===== src/rtl/mycpu_pkg.sv =====
// ---------------------------------------------------------------------------
// mycpu_pkg
// Shared definitions for the five-stage core front end.
//   RESET_PC    : first fetch address after reset
//   BUBBLE_PC4  : pc4 value marking an empty/discarded slot (discard bit set)
//   BUBBLE_PC   : pc value carried alongside a bubble (BUBBLE_PC4 - 4)
//   NOP_INST    : instruction word carried by a bubble (addi x0,x0,0)
//   DISCARD_BIT : pc4 bit that ID/EX treats as "throw this slot away"
//   fetch_state_e : fetch FSM states (BOOT, RUN)
//   if_id_t     : contents of one IF/ID pipeline slot
// ---------------------------------------------------------------------------
package mycpu_pkg;

    localparam logic [31:0] RESET_PC    = 32'h0000_0000;
    localparam logic [31:0] BUBBLE_PC4  = 32'hFFFF_FF00;
    localparam logic [31:0] BUBBLE_PC   = BUBBLE_PC4 - 32'd4;
    localparam logic [31:0] NOP_INST    = 32'h0000_0013;
    localparam int          DISCARD_BIT = 31;

    typedef enum logic {
        BOOT = 1'b0,
        RUN  = 1'b1
    } fetch_state_e;

    typedef struct packed {
        logic [31:0] inst;
        logic [31:0] pc;
        logic [31:0] pc4;
        logic        have_inst;
    } if_id_t;

    // Slot contents used whenever the ID stage must see nothing useful.
    function automatic if_id_t bubble_slot();
        if_id_t slot;
        slot.inst      = NOP_INST;
        slot.pc        = BUBBLE_PC;
        slot.pc4       = BUBBLE_PC4;
        slot.have_inst = 1'b0;
        return slot;
    endfunction

endpackage


===== src/rtl/if_id_stage_pc_gen.sv =====
// ---------------------------------------------------------------------------
// pc_gen
// Program counter register and next-PC selection for the fetch stage.
// Ports:
//   clk, rst_n      : clock, asynchronous active-low reset
//   run             : fetch FSM is in RUN (PC frozen while booting)
//   pipeline_stop   : load-use stall, hold the PC
//   redirect        : EX-resolved taken branch/jump
//   redirect_pc     : redirect target (low two bits are ignored)
//   pc_q            : PC of the instruction currently returned by the ROM
//   pc_next         : address presented to the ROM this cycle
//   pc_plus4        : pc_q + 4
// ---------------------------------------------------------------------------
module pc_gen
    import mycpu_pkg::*;
(
    input  logic        clk,
    input  logic        rst_n,
    input  logic        run,
    input  logic        pipeline_stop,
    input  logic        redirect,
    input  logic [31:0] redirect_pc,
    output logic [31:0] pc_q,
    output logic [31:0] pc_next,
    output logic [31:0] pc_plus4
);

    assign pc_plus4 = pc_q + 32'd4;

    // Redirect beats stall; targets are forced word-aligned.
    always_comb begin
        pc_next = pc_q;
        if (run) begin
            if (redirect) begin
                pc_next = {redirect_pc[31:2], 2'b00};
            end else if (!pipeline_stop) begin
                pc_next = pc_plus4;
            end
        end
    end

    always_ff @(posedge clk or negedge rst_n) begin
        if (!rst_n) begin
            pc_q <= RESET_PC;
        end else begin
            pc_q <= pc_next;
        end
    end

endmodule


===== src/rtl/if_id_stage.sv =====
// ---------------------------------------------------------------------------
// if_id_stage
// Fetch stage plus IF/ID pipeline register. Drives the synchronous-read
// instruction ROM, applies load-use stalls and EX redirects, and presents
// the fetched slot to ID. Empty and wrong-path slots carry pc4 with the
// discard bit set.
// Ports:
//   clk, rst_n                 : clock, asynchronous active-low reset
//   pipeline_stop_i            : load-use stall from hazard unit
//   redirect_i, redirect_pc_i  : taken branch/jump resolved in EX + target
//   irom_addr_o                : ROM read address (ROM registers it)
//   irom_inst_i                : ROM data, one cycle after the address
//   id_inst_o, id_pc_o         : instruction and its PC for ID
//   id_pc4_o                   : PC+4, bit 31 set = discard
//   id_debug_wb_have_inst_o    : slot holds a real instruction
//   fetch_cnt_o                : real instructions loaded into IF/ID
//                                (only when IF_FETCH_CNT_EN is defined)
// Optional feature macro: IF_FETCH_CNT_EN
// ---------------------------------------------------------------------------
module if_id_stage
    import mycpu_pkg::*;
(
    input  logic        clk,
    input  logic        rst_n,
    input  logic        pipeline_stop_i,
    input  logic        redirect_i,
    input  logic [31:0] redirect_pc_i,
    output logic [31:0] irom_addr_o,
    input  logic [31:0] irom_inst_i,
    output logic [31:0] id_inst_o,
    output logic [31:0] id_pc_o,
    output logic [31:0] id_pc4_o,
    output logic        id_debug_wb_have_inst_o
`ifdef IF_FETCH_CNT_EN
    ,
    output logic [31:0] fetch_cnt_o
`endif
);

    fetch_state_e state_q;
    fetch_state_e state_next;
    logic [31:0]  pc_q;
    logic [31:0]  pc_next;
    logic [31:0]  pc_plus4;
    if_id_t       slot_q;
    if_id_t       slot_next;
    logic         load_real;
    logic         run;

    assign run = (state_q == RUN);

    pc_gen u_pc_gen (
        .clk           (clk),
        .rst_n         (rst_n),
        .run           (run),
        .pipeline_stop (pipeline_stop_i),
        .redirect      (redirect_i),
        .redirect_pc   (redirect_pc_i),
        .pc_q          (pc_q),
        .pc_next       (pc_next),
        .pc_plus4      (pc_plus4)
    );

    // The ROM registers the address, so the word it returns next cycle
    // belongs to whatever pc_q becomes at this edge.
    assign irom_addr_o = pc_next;

    // BOOT lasts exactly one cycle so the ROM can return the RESET_PC word.
    always_comb begin
        state_next = state_q;
        case (state_q)
            BOOT:    state_next = RUN;
            RUN:     state_next = RUN;
            default: state_next = BOOT;
        endcase
    end

    always_ff @(posedge clk or negedge rst_n) begin
        if (!rst_n) begin
            state_q <= BOOT;
        end else begin
            state_q <= state_next;
        end
    end

    // Redirect squashes the slot even if a stall is asserted the same cycle.
    always_comb begin
        slot_next = slot_q;
        load_real = 1'b0;
        if (!run || redirect_i) begin
            slot_next = bubble_slot();
        end else if (!pipeline_stop_i) begin
            slot_next.inst      = irom_inst_i;
            slot_next.pc        = pc_q;
            slot_next.pc4       = pc_plus4;
            slot_next.have_inst = 1'b1;
            load_real           = 1'b1;
        end
    end

    always_ff @(posedge clk or negedge rst_n) begin
        if (!rst_n) begin
            slot_q <= bubble_slot();
        end else begin
            slot_q <= slot_next;
        end
    end

    // The instruction in ID during a redirect is wrong-path; flag it now so
    // ID/EX discards what it latches on this edge.
    always_comb begin
        id_pc4_o              = slot_q.pc4;
        id_pc4_o[DISCARD_BIT] = slot_q.pc4[DISCARD_BIT] | redirect_i;
    end

    assign id_inst_o               = slot_q.inst;
    assign id_pc_o                 = slot_q.pc;
    assign id_debug_wb_have_inst_o = slot_q.have_inst;

`ifdef IF_FETCH_CNT_EN
    // Counts only real instructions entering ID; wraps naturally.
    always_ff @(posedge clk or negedge rst_n) begin
        if (!rst_n) begin
            fetch_cnt_o <= 32'd0;
        end else if (load_real) begin
            fetch_cnt_o <= fetch_cnt_o + 32'd1;
        end
    end
`else
    logic unused_load_real;
    assign unused_load_real = load_real;
`endif

endmodule


===== config.mk =====
export PLATFORM = sky130hd
export DESIGN_NAME = if_id_stage
export DESIGN_NICKNAME = d
export VERILOG_FILES = /design/src/rtl/mycpu_pkg.sv /design/src/rtl/if_id_stage_pc_gen.sv /design/src/rtl/if_id_stage.sv
export SDC_FILE = /design/constraint.sdc
export NUM_CORES = 1
export LEC_CHECK = 0
export BUFFER_PORTS_ARGS = -buffer_cell sky130_fd_sc_hd__buf_4
export CORE_ASPECT_RATIO = 0.6
export CORE_UTILIZATION = 53
export DETAILED_ROUTE_END_ITERATION = 8
export GPL_TIMING_DRIVEN = 0
export MAX_ROUTING_LAYER = met4
export PLACE_DENSITY = 0.81
export SETUP_SLACK_MARGIN = 0.02
export SYNTH_ARGS = -nofsm -noshare
export SYNTH_HDL_FRONTEND = slang
export SYNTH_HIERARCHICAL = 1
export SYNTH_SLANG_ARGS = --single-unit

===== constraint.sdc =====
create_clock -name clk -period 2.77 [get_ports clk]
set_input_delay 0.1385 -clock clk [delete_from_list [all_inputs] [get_ports clk]]
set_output_delay 0.1385 -clock clk [all_outputs]
set_load 0.02 [all_outputs]

* Yosys cells after proc, flatten, opt, wreduce, memory -nomap -nowiden
Index checks and enable logic that the tools add are counted.
** Storage, ports and cells
- Bits in registers :: 130
- Input bits :: 68
- Output and inout bits :: 129
- Logic and storage cells :: 16
** Operators by class
- Equality and inequality tests :: 1
- Reductions and logical operators :: 2
- Bitwise operators :: 1
- Add/subtract/negate cells :: 1
- Muxes and demuxes :: 5
** Operators with widths (number)
- $mux W97 :: 2
- $mux W32 :: 3
- $add A32 B3 Y32 const B :: 1
- $ne A2 B1 Y1 const B :: 1
- $logic_not A1 Y1 :: 1
- $logic_or A1 B1 Y1 :: 1
- $or A1 B1 Y1 :: 1

* Longest topological paths before layout
Gate-level depths: netlist (run 1).
- Word-level depth :: 4
- Mapped depth :: 9

* Cells and area by module
Netlist (run 1), hierarchy kept.
** Modules (own cells, without submodules)
- if_id_stage :: area an instance 4753.3 µm², cells each 413, times used 1
- pc_gen :: area an instance 2402.3 µm², cells each 296, times used 1

* Worst setup path after synthesis (run 1)
No wires, ideal clock.
- Path type :: register -> register
- Start :: reg u_pc_gen.pc_q[2]
- End :: reg u_pc_gen.pc_q[20]
- Cell stages (with the launch flop) :: 6
- Arrival :: 2.157 ns
- Period minus slack after synthesis :: 2.351 ns
- Buffers on the path :: 0
- Data required time :: 2.576 ns
- Slack :: 0.419 ns
- Path through :: dfrtp_1 ha_1 and3_1 nand4_1 or3_4 o311ai_1
** On the way
- Cells in the longest elaborated chain, start to end :: 4
** Ends and longest elaborated chain
- start: declaration :: RTL line if_id_stage_pc_gen.sv:23 : output logic [31:0] pc_q,
- start signal: assignment :: RTL line if_id_stage_pc_gen.sv:46 : pc_q <= pc_next;
- $add A32 B3 Y32 :: RTL line if_id_stage_pc_gen.sv:28 : assign pc_plus4 = pc_q + 32'd4;
- $mux W32 :: RTL line if_id_stage_pc_gen.sv:36 : end else if (!pipeline_stop) begin
- $mux W32 :: RTL line if_id_stage_pc_gen.sv:34 : if (redirect) begin
- $mux W32 :: RTL line if_id_stage_pc_gen.sv:33 : if (run) begin
- net irom_addr_o[20] :: RTL line if_id_stage.sv:28 : output logic [31:0] irom_addr_o,
The timed path passes the listed nets, and every way through them passes these cells.
A chain may end at the register's enable or synchronous reset.

* Worst setup path in the final report (run 1)
- Start :: reg u_pc_gen.pc_q[5]
- End :: out irom_addr_o[27]
** On the way
- Cells in the longest elaborated chain, start to end :: 4
** Ends and longest elaborated chain (RTL line)
- $add A32 B3 Y32 :: if_id_stage_pc_gen.sv:28
- $mux W32 :: if_id_stage_pc_gen.sv:36
- $mux W32 :: if_id_stage_pc_gen.sv:34
- $mux W32 :: if_id_stage_pc_gen.sv:33
- end: declaration :: if_id_stage.sv:28
Every way passes these cells.

==> metrics.txt, run 1 <==
internal power=3989 µW; WL/cell=18.35 µm; Avg Inst Size Synth=10.09 µm²; DP Worst Slack=0.1346 ns; sequential share of power=38.3%; total routed wirelength=21.38 mm; clk_lat worst skew=0.42 ns; core area=0.01301 mm²; IO Pins=197; Layout Area Growth over Synthesis=42.35%; Mapped Cells=709; Seq/Total Area, Yosys=46.44%; failing checks=design-rule violations, negative hold slack; FFs w/ async S/R, synth=100.0%; Clk pwr share=39.2%; Final Cycle Share=99.83%; Hold Path Class=input pin to flip-flop; Max-Cap Viols=0; Sw Pwr=1724 µW; initial antenna violation count=0; ANT cells=0; Root Driver=clkbuf_16; worst hold slack=-0.001363 ns; crit start category=flip-flop; final setup fails=0; fin cells=1165; Worst Skew=0.008346 ns; placed instance count=1074; kind of critical path=flip-flop to output port; Pwr Total=5713 µW; Final WS setup=0.004625 ns; syn nets=778; Iteration-0 DRC Markers=583; RSZ-0062 raised after global routing=yes; Synth top area share=25.88%; # DRC=33; CP arrival=2.63 ns; Synth area leaders=dfrtp_1 26%, dfstp_2 21%, mux2i_1 14%; crit path capture type=output port; cell taking the most area after synthesis=dfrtp_1; Die Ht=92.01 µm; largest net degree at the start of global routing=79; fraction of layout cells with a size suffix above 1=47.04%; hpwl dp=14.11 mm; Final Max Slew Viols=0; drt pass-1 iters=9; Peak Freq=361.6 MHz; Combinational Power Share=22.4%; Synth cell types=53; final cell utilization of the core=78.28%; Net Sw Frac=30.18%; vias per cell=5.375; clk sink count=130; final hold vios=1; Post-synth EDFFs=0; crit path max fanout=7; leakage power=0.004877 µW; initial core utilization=54.99%; number of port buffers=194; Worst Max-Slew Pin Slew=0.9290 ns; critical path's slowest cell=dfrtp_1; Overall Global Routing Usage=32.10%; Vias=6262; CTS tree=yes; CP top delay family=simple AND/OR/NAND/NOR gates; VDD IR max=0.4813 mV; Yosys reg bits=130; Slowest Stage Delay on Critical Path=0.39 ns; vias in the first global route=6122; Die Width=152.0 µm; FP Rows=32; Slew headroom=37.59%; Die ar.=0.01399 mm²; Antenna Nets Post-Route=0; Worst Path Buf+Inv=2; fillers=853; grt total ovfl=0; CTS clk-pin slew, worst paths=0.06 ns; number of buffers created by CTS=17; GP Congestion=0.8736; most common cell after layout, fill and taps aside=buf_4; Bufs on Longest Clock Path=2; Req. time, crit path=2.63 ns; crit-path cells=buf_6 > and4_4 > nand4_4 > or3_4 > or3_4 > a221oi_4 > buf_6; first-pass GRT wire length=33.32 mm; commonest non-fill, non-tap cells in the layout=319 x buf_4, 97 x mux2i_1, 95 x nand2_1; Cell Area, Placed=0.008856 mm²; depth of the CTS H-tree=4; number of nets in the layout=1051; Tmin final=2.765 ns; fin area=0.01019 mm²; mapped cell area=0.007156 mm²; Yosys warnings=6; top_reg_cell synth=dfrtp_1; pwr dens=560.9 mW/mm²; status=complete, but fails checks
## cells in the mapped netlist (2+ instances only)
library cell / count
a211oi_1: 2
o21ai_0: 19
a21oi_1: 6
and4_4: 2
and2_1: 6
a311oi_1: 3
nor4_1: 8
buf_2: 18
nor2_1: 65
o22ai_1: 4
and4_1: 5
inv_1: 7
buf_8: 3
clkbuf_1: 14
or2_2: 2
dfrtp_1: 74
nand4_1: 12
mux2i_1: 98
xnor2_1: 28
buf_6: 2
nand2b_1: 2
nand3_1: 14
dfstp_2: 56
nor2b_1: 2
nor3_1: 11
nand2_1: 95
buf_4: 104
or3_1: 2
and3_1: 4
a22oi_1: 3
xor2_1: 16
## registers in the layout (all words and copies together), names as in the netlist
signal / flops
slot_q: 1
id_inst_o: 32
id_debug_wb_have_inst_o: 1
id_pc4_o: 31
u_pc_gen/pc_q: 32
run: 1
id_pc_o: 32
## cells by family after synthesis
| family | Yosys count | share of synthesized area (%) |
|---|---|---|
| compound gates | 47 | 4.249 |
| xor+xnor | 44 | 5.386 |
| fa+ha+maj | 1 | 0.1748 |
| buf+inv | 149 | 14.27 |
| flops | 130 | 46.44 |
| mux | 98 | 13.71 |
| other cells | 1 | 0.05241 |
| simple gates | 239 | 15.72 |
## final timing paths
check,start,slack (ns),endpoint,cells after the start
worst max register to register,u_pc_gen/pc_q[5]$_DFF_PN0_,0.20,slot_q[32]$_DFFE_PN1P_,9
min in group asynchronous,rst_n,0.23,id_inst_o[10]$_DFFE_PN0P_,2
worst min-delay path,irom_inst_i[28],-0.001,id_inst_o[28]$_DFFE_PN0P_,3
max in group asynchronous,rst_n,1.74,id_pc_o[19]$_DFFE_PN1P_,3
worst min register to register,u_pc_gen/pc_q[28]$_DFF_PN0_,0.50,id_pc_o[28]$_DFFE_PN1P_,2
worst max-delay path,u_pc_gen/pc_q[5]$_DFF_PN0_,0.005,irom_addr_o[27],7
## layout make-up
class	count	area [µm²]	area share, %
Clock buffer	18	429.2	4.213
Timing Repair Buffer	257	2054	20.17
Sequential cell	130	3333	32.72
Tap cell	170	212.7	2.088
Buffer	138	1008	9.901
Inverter	8	30.03	0.2948
Multi-Input combinational cell	430	2963	29.09
Clock inverter	14	155.1	1.523
## through the flow
step / hold WS (ns) / setup TNS [ns]
floorplan: -0.1571 / 0
global placement: 0.3577 / 0
detailed placement: 0.1177 / 0
CTS: 0.007686 / 0
global route: 0.002654 / -0.3675
finish: -0.001363 / 0
## per-layer routing
metal	part of all wire, %	GRT usage [%]
met2	45	47.76
met1	45	44.55
met3	8.1	7.136
met4	1.5	8.333
met5	0	-
## repair_timing
item | CTS | global route
endpoints found under the setup margin | 19 | 23
pin swaps | 3 | 8
buffers inserted | 6 | 17
hold endpoints to repair | 68 | 0
hold buffers | 39 | 0
resized for setup | 18 | 30
## power groups by stage
stage	Sequential, µW	Combinational [µW]	Clock [µW]
floorplan	2160	705	0
global placement	2190	1110	0
detailed placement	2200	1140	0
CTS	2170	1210	2240
global route	2210	1360	2350
finish	2190	1280	2240
## worst register-to-register path: cells and delay by family, from the launching register on
kind	cells	cell delay (ns)
simple gates	5	1.44
flops	1	0.39
buf+inv	2	0.35
xor+xnor	1	0.18
mux	1	0.13
No activity file was read; power rests on OpenSTA's default activity.
==> run 2: changes to the inputs <==
Settings changed: CELL_PAD_IN_SITES_DETAIL_PLACEMENT from default to 2, CELL_PAD_IN_SITES_GLOBAL_PLACEMENT from default to 2, CORE_UTILIZATION 53 to 32, PLACE_DENSITY 0.81 to default, PLACE_DENSITY_LB_ADDON from default to 0.1.
Clock period 2.77 ns to 3 ns, I/O delays scaled along.
==> run 2 against run 1 <==
Against the previous run: the run now ends clean; core utilization is 31 points lower; register-to-register slack better by 0.21 ns; cell count is 8.2% higher; die area is 64% higher; critical path depth stayed put; flip-flop and latch count stayed put; first-iteration DRC count is 53% lower; critical endpoint unchanged; largest power group is now registers; highest routed layer unchanged.
==> metrics.txt, run 2 (synthesis gave the netlist of run 1 again) <==
Iteration-0 DRC Markers=274 (was 583); clk_lat worst skew=0.43 ns (was 0.42 ns); Vias=6042 (was 6262); Peak Freq=343.9 MHz; Die Width=195.1 µm (was 152.0 µm); commonest non-fill, non-tap cells in the layout=301 x buf_4, 98 x mux2i_1, 95 x nand2_1 (was 319 x buf_4, 97 x mux2i_1, 95 x nand2_1); Worst Path Buf+Inv=2 (unchanged); Overall Global Routing Usage=23.50% (was 32.10%); fillers=2279 (was 853); VDD IR max=0.3903 mV (was 0.4813 mV); Tmin final=2.908 ns; CP arrival=2.76 ns (was 2.63 ns); largest net degree at the start of global routing=67 (was 79); total routed wirelength=25.46 mm (was 21.38 mm); Bufs on Longest Clock Path=2 (unchanged); ANT cells=0 (unchanged); Worst Skew=0.01043 ns (was 0.008346 ns); Final Cycle Share=96.92%; CTS clk-pin slew, worst paths=0.06 ns (about the same); first-pass GRT wire length=39.79 mm (was 33.32 mm); Die Ht=117.8 µm (was 92.01 µm); WP depth=7 (unchanged); hold wc startpoint=irom_inst_i[21] (was irom_inst_i[28]); critical path's slowest cell=or3_1 (was dfrtp_1); CP top delay family=simple AND/OR/NAND/NOR gates (unchanged); most common cell after layout, fill and taps aside=buf_4 (unchanged); pwr dens=509.0 mW/mm² (was 560.9 mW/mm²); core area=0.02144 mm² (was 0.01301 mm²); kind of critical path=flip-flop to output port (unchanged); Req. time, crit path=2.85 ns (was 2.63 ns); final setup fails=0 (unchanged); fraction of layout cells with a size suffix above 1=43.93% (was 47.04%); crit-path most repeated cell=or3_1; number of buffers created by CTS=17 (unchanged); number of port buffers=194 (unchanged); Worst Max-Slew Pin Slew=0.9995 ns (was 0.9290 ns); status=finished, final reports clean (was complete, but fails checks); R2R depth=8 (was 9); depth of the CTS H-tree=4 (unchanged); FP Rows=41 (was 32); hpwl dp=18.52 mm (was 14.11 mm); Pwr Total=5141 µW (was 5713 µW); DP Worst Slack=0.2395 ns (was 0.1346 ns); Hold Path Class=input pin to flip-flop (unchanged); RSZ-0062 raised after global routing=yes (unchanged); initial core utilization=33.37% (was 54.99%); GP Congestion=0.8264 (was 0.8736); WL/cell=20.20 µm (was 18.35 µm); vias per cell=4.795 (was 5.375); leakage power=0.004772 µW (was 0.004877 µW); crit path capture type=output port (unchanged); worst hold path depth=3 (unchanged); crit start category=flip-flop (unchanged); number of nets in the layout=1037 (was 1051); clk sink count=130 (unchanged); Slew headroom=32.85% (was 37.59%); CP startpoint=u_pc_gen/pc_q[5]$_DFF_PN0_ (unchanged); Max-Cap Viols=0 (unchanged); drt pass-1 iters=4 (was 9); final hold vios=0 (was 1); IO Pins=197 (unchanged); Layout Area Growth over Synthesis=41.16% (was 42.35%); Final WS setup=0.09240 ns (was 0.004625 ns); initial antenna violation count=0 (unchanged); Reg-to-Reg Start=u_pc_gen/pc_q[5]$_DFF_PN0_ (unchanged); vias in the first global route=6734 (was 6122); CTS tree=yes (unchanged); Slowest Stage Delay on Critical Path=0.41 ns (was 0.39 ns); crit-path cells=clkbuf_4 > and4_4 > nand4_4 > or3_1 > or3_1 > a221oi_4 > buf_6 (was buf_6 > and4_4 > nand4_4 > or3_4 > or3_4 > a221oi_4 > buf_6); Antenna Nets Post-Route=0 (unchanged); Setup TNS=0 ns (unchanged); # DRC=0 (was 33); Root Driver=clkbuf_16 (unchanged); Die ar.=0.02298 mm² (was 0.01399 mm²); Final Max Slew Viols=0 (unchanged); crit path max fanout=7 (unchanged); grt total ovfl=0 (unchanged)
## run 2: layout make-up
| cell class | count | area (µm²) | area share [%] |
|---|---|---|---|
| multi-input cells | 430 | 2918 | 28.89 |
| clock inverters | 6 | 57.56 | 0.5698 |
| clock buffers | 26 | 479.2 | 4.744 |
| flip-flops and latches | 130 | 3327 | 32.94 |
| plain buffers | 140 | 998.5 | 9.885 |
| well taps | 279 | 349.1 | 3.456 |
| repair buffers | 241 | 1942 | 19.22 |
| inverters | 8 | 30.03 | 0.2973 |
## run 2: report_power, final
group	total [µW]	leakage, µW	switching [µW]	internal (µW)
Combinational	1170	0.00296	648	519
Clock	1960	0.000262	779	1180
Sequential	2020	0.00155	125	1890
## run 2: stage by stage
stage | hold WS (ns) | instances | utilization, % | instance area [µm²]
2_1_floorplan | -0.1456 | 709 | - | 7156
3_3_place_gp | 0.3710 | 1182 | 41.79 | 8961
3_5_place_dp | 0.2030 | 1183 | 41.94 | 8992
4_1_cts | 0.0005090 | 1258 | 46.66 | 10000
5_1_grt | 0.02484 | 1260 | 47.11 | 10100
6_report | 0.01834 | 1260 | 47.11 | 10100
## run 2: final timing paths
| kind | to | slack [ns] |
|---|---|---|
| worst max-delay path | irom_addr_o[27] | 0.09 |
| worst min-delay path | id_inst_o[21]$_DFFE_PN0P_ | 0.02 |
| worst max register to register | id_pc4_o[29]$_DFFE_PN1P_ | 0.41 |
| worst min register to register | id_pc_o[24]$_DFFE_PN1P_ | 0.52 |
| max in group asynchronous | id_pc_o[4]$_DFFE_PN1P_ | 1.90 |
| min in group asynchronous | u_pc_gen/pc_q[19]$_DFF_PN0_ | 0.30 |
## run 2: what timing repair did
item / 4_1_cts / 5_1_grt
hold buffers: 41 / 1
buffers inserted: 2 / 2
endpoints found under the setup margin: 21 / 18
pin swaps: 1 / 3
resized for setup: 9 / 18
hold endpoints to repair: 76 / 1
## run 2: metal layers
| metal | vias to the layer above | share of wire [%] | GRT usage (%) |
|---|---|---|---|
| met4 | 0 | 1.0 | 6.004 |
| met2 | 124 | 47 | 36.25 |
| met3 | 20 | 3.4 | 4.097 |
| li1 | 2805 | - | - |
| met1 | 3093 | 48 | 31.91 |
| met5 | - | 0 | - |
## run 2: worst register-to-register path, delay by kind of cell, from the launching register on
family        cells  cell delay (ns)
flops             1             0.34
xor+xnor          1             0.20
mux               1             0.14
simple gates      5             1.62
buf+inv           1             0.22
==> run 3: changes to the inputs <==
==> constraint.sdc (replaced) <==
create_clock -name clk -period 3 [get_ports clk]
set_input_delay 0.15 -clock clk [delete_from_list [all_inputs] [get_ports clk]]
set_output_delay 0.15 -clock clk [all_outputs]
set_load 0.005 [all_outputs]
==> run 3 against run 2 <==
Against the previous run: sequential power barely moved; clock skew down 0.0016 ns; highest routed layer unchanged; design area is essentially flat; sequential share of layout area about the same; core utilization about the same.
==> metrics.txt, run 3 (synthesis gave the netlist of run 1 again) <==
pwr dens=495.0 mW/mm² (was 509.0 mW/mm²); VDD IR max=0.3897 mV (was 0.3903 mV); CTS clk-pin slew, worst paths=0.06 ns (about the same); Final Max Slew Viols=0 (unchanged); CP startpoint=u_pc_gen/pc_q[4]$_DFF_PN0_ (was u_pc_gen/pc_q[5]$_DFF_PN0_); final hold vios=0 (unchanged); first-pass GRT wire length=39.77 mm (was 39.79 mm); Overall Global Routing Usage=23.50% (about the same); WL met3=957 µm (was 876 µm); Bufs on Longest Clock Path=2 (unchanged); crit start category=flip-flop (unchanged); clk sink count=130 (unchanged); Root Driver=clkbuf_16 (unchanged); RSZ-0062 raised after global routing=yes (unchanged); clk_lat worst skew=0.43 ns (about the same); Die Width=195.1 µm (unchanged); initial antenna violation count=0 (unchanged); # DRC=0 (unchanged); commonest non-fill, non-tap cells in the layout=302 x buf_4, 98 x mux2i_1, 95 x nand2_1 (was 301 x buf_4, 98 x mux2i_1, 95 x nand2_1); final setup fails=0 (unchanged); depth of the CTS H-tree=4 (unchanged); largest net degree at the start of global routing=67 (unchanged); Vias=6025 (was 6042); status=finished, final reports clean (unchanged); vias in the first global route=6737 (was 6734); Met2 Wirelength=12.15 mm (was 12.00 mm); hpwl dp=18.52 mm (unchanged); number of port buffers=194 (unchanged); CTS tree=yes (unchanged); WL/cell=20.32 µm (was 20.20 µm); met1 WL=12.30 mm (was 12.32 mm); Iteration-0 DRC Markers=262 (was 274); Setup TNS=0 ns (unchanged); drt pass-1 iters=4 (unchanged); Hold Path Class=input pin to flip-flop (unchanged); uppermost layer routed=met4 (unchanged); ANT cells=0 (unchanged); initial core utilization=33.37% (unchanged); Req. time, crit path=2.85 ns (about the same); worst setup path endpoint=irom_addr_o[27] (unchanged); Die ar.=0.02298 mm² (unchanged); R2R depth=7 (was 8); core area=0.02144 mm² (unchanged); grt total ovfl=0 (unchanged); Peak Freq=341.0 MHz (was 343.9 MHz); worst reg2reg path endpoint=slot_q[32]$_DFFE_PN1P_ (was id_pc4_o[29]$_DFFE_PN1P_); most common cell after layout, fill and taps aside=buf_4 (unchanged); leakage power=0.004800 µW (was 0.004772 µW); GP Congestion=0.8264 (unchanged); Reg-to-Reg Start=u_pc_gen/pc_q[4]$_DFF_PN0_ (was u_pc_gen/pc_q[5]$_DFF_PN0_); Worst Max-Slew Pin Slew=1.046 ns (was 0.9995 ns); number of buffers created by CTS=17 (unchanged); Antenna Nets Post-Route=0 (unchanged); FP Rows=41 (unchanged); Worst Skew=0.008867 ns (was 0.01043 ns); CP arrival=2.78 ns (was 2.76 ns); number of nets in the layout=1039 (was 1037); crit path capture type=output port (unchanged); Tmin final=2.932 ns (was 2.908 ns); total routed wirelength=25.64 mm (was 25.46 mm); Layout Area Growth over Synthesis=41.21% (was 41.16%); IO Pins=197 (unchanged); crit path max fanout=10 (was 7); flop2flop setup slack=0.32 ns (was 0.41 ns); fraction of layout cells with a size suffix above 1=43.54% (was 43.93%); Slew headroom=29.76% (was 32.85%); Max-Cap Viols=0 (unchanged); kind of critical path=flip-flop to output port (unchanged); Die Ht=117.8 µm (unchanged); final cell utilization of the core=47.12% (was 47.11%); vias per cell=4.774 (was 4.795); Final Cycle Share=97.74% (was 96.92%)
## run 3: changes by cell type in the layout (fill, tap and decap cells not counted), sizes merged
cell	change
clkbuf	+1
buf	+1
## run 3: final cells by class
cell class	instances	area (µm²)
Buffer	141	998.5
Clock buffer	26	479.2
Clock inverter	6	57.56
Fill cell	2282	11340
Inverter	8	30.03
Multi-Input combinational cell	430	2919
Sequential cell	130	3326
Tap cell	279	349.1
Timing Repair Buffer	242	1946
## run 3: critical path, stage by stage (launching register included)
cell	delay (ns)
dfrtp_1	0.39
buf_2	0.22
nand3_2	0.35
or3_1	0.49
or3_1	0.41
a221oi_4	0.31
buf_4	0.17
## run 3: routing by layer
| layer | track usage, % | vias up |
|---|---|---|
| li1 | - | 2809 |
| met1 | 31.88 | 3060 |
| met2 | 36.27 | 137 |
| met3 | 4.097 | 19 |
| met4 | 6.004 | 0 |
| met5 | - | - |
## run 3: how the worst min path moves through the flow
stage / start / endpoint / cells after the start
5_1_grt: redirect_pc_i[5] / u_pc_gen/pc_q[5]$_DFF_PN0_ / 3
3_5_place_dp: rst_n / u_pc_gen/pc_q[19]$_DFF_PN0_ / 1
6_report: irom_inst_i[21] / id_inst_o[21]$_DFFE_PN0P_ / 3
3_3_place_gp: irom_inst_i[4] / id_inst_o[4]$_DFFE_PN1P_ / 3
4_1_cts: irom_inst_i[7] / id_inst_o[7]$_DFFE_PN0P_ / 3
2_1_floorplan: rst_n / id_debug_wb_have_inst_o$_DFFE_PN0P_ / 0
## run 3: per-stage QoR
step	instance area, µm²	power (µW)	hold WS [ns]	instances	worst slack, ns
after floorplan	7156	2512	-0.1456	709	1.016
after global placement	8961	2953	0.3710	1182	0.2914
after detailed placement	8992	3003	0.2030	1183	0.2741
after CTS	10000	5042	0.0005090	1258	-0.06641
after global routing	10100	5220	0.02484	1262	-0.01971
final	10100	5002	0.01668	1262	0.06787
## run 3: where the power goes
part | total [µW] | switching [µW] | internal [µW]
Combinational | 1030 | 520 | 509
Sequential | 2020 | 124 | 1890
Clock | 1960 | 779 | 1180
Total | 5000 | 1420 | 3580
## run 3: what timing repair did
action                     in CTS  in global routing
buffers inserted                2                  3
hold buffers                   41                  1
pin swaps                       1                  3
resized for setup               8                 13
hold endpoints to repair       76                  1
setup endpoints to repair      16                 15
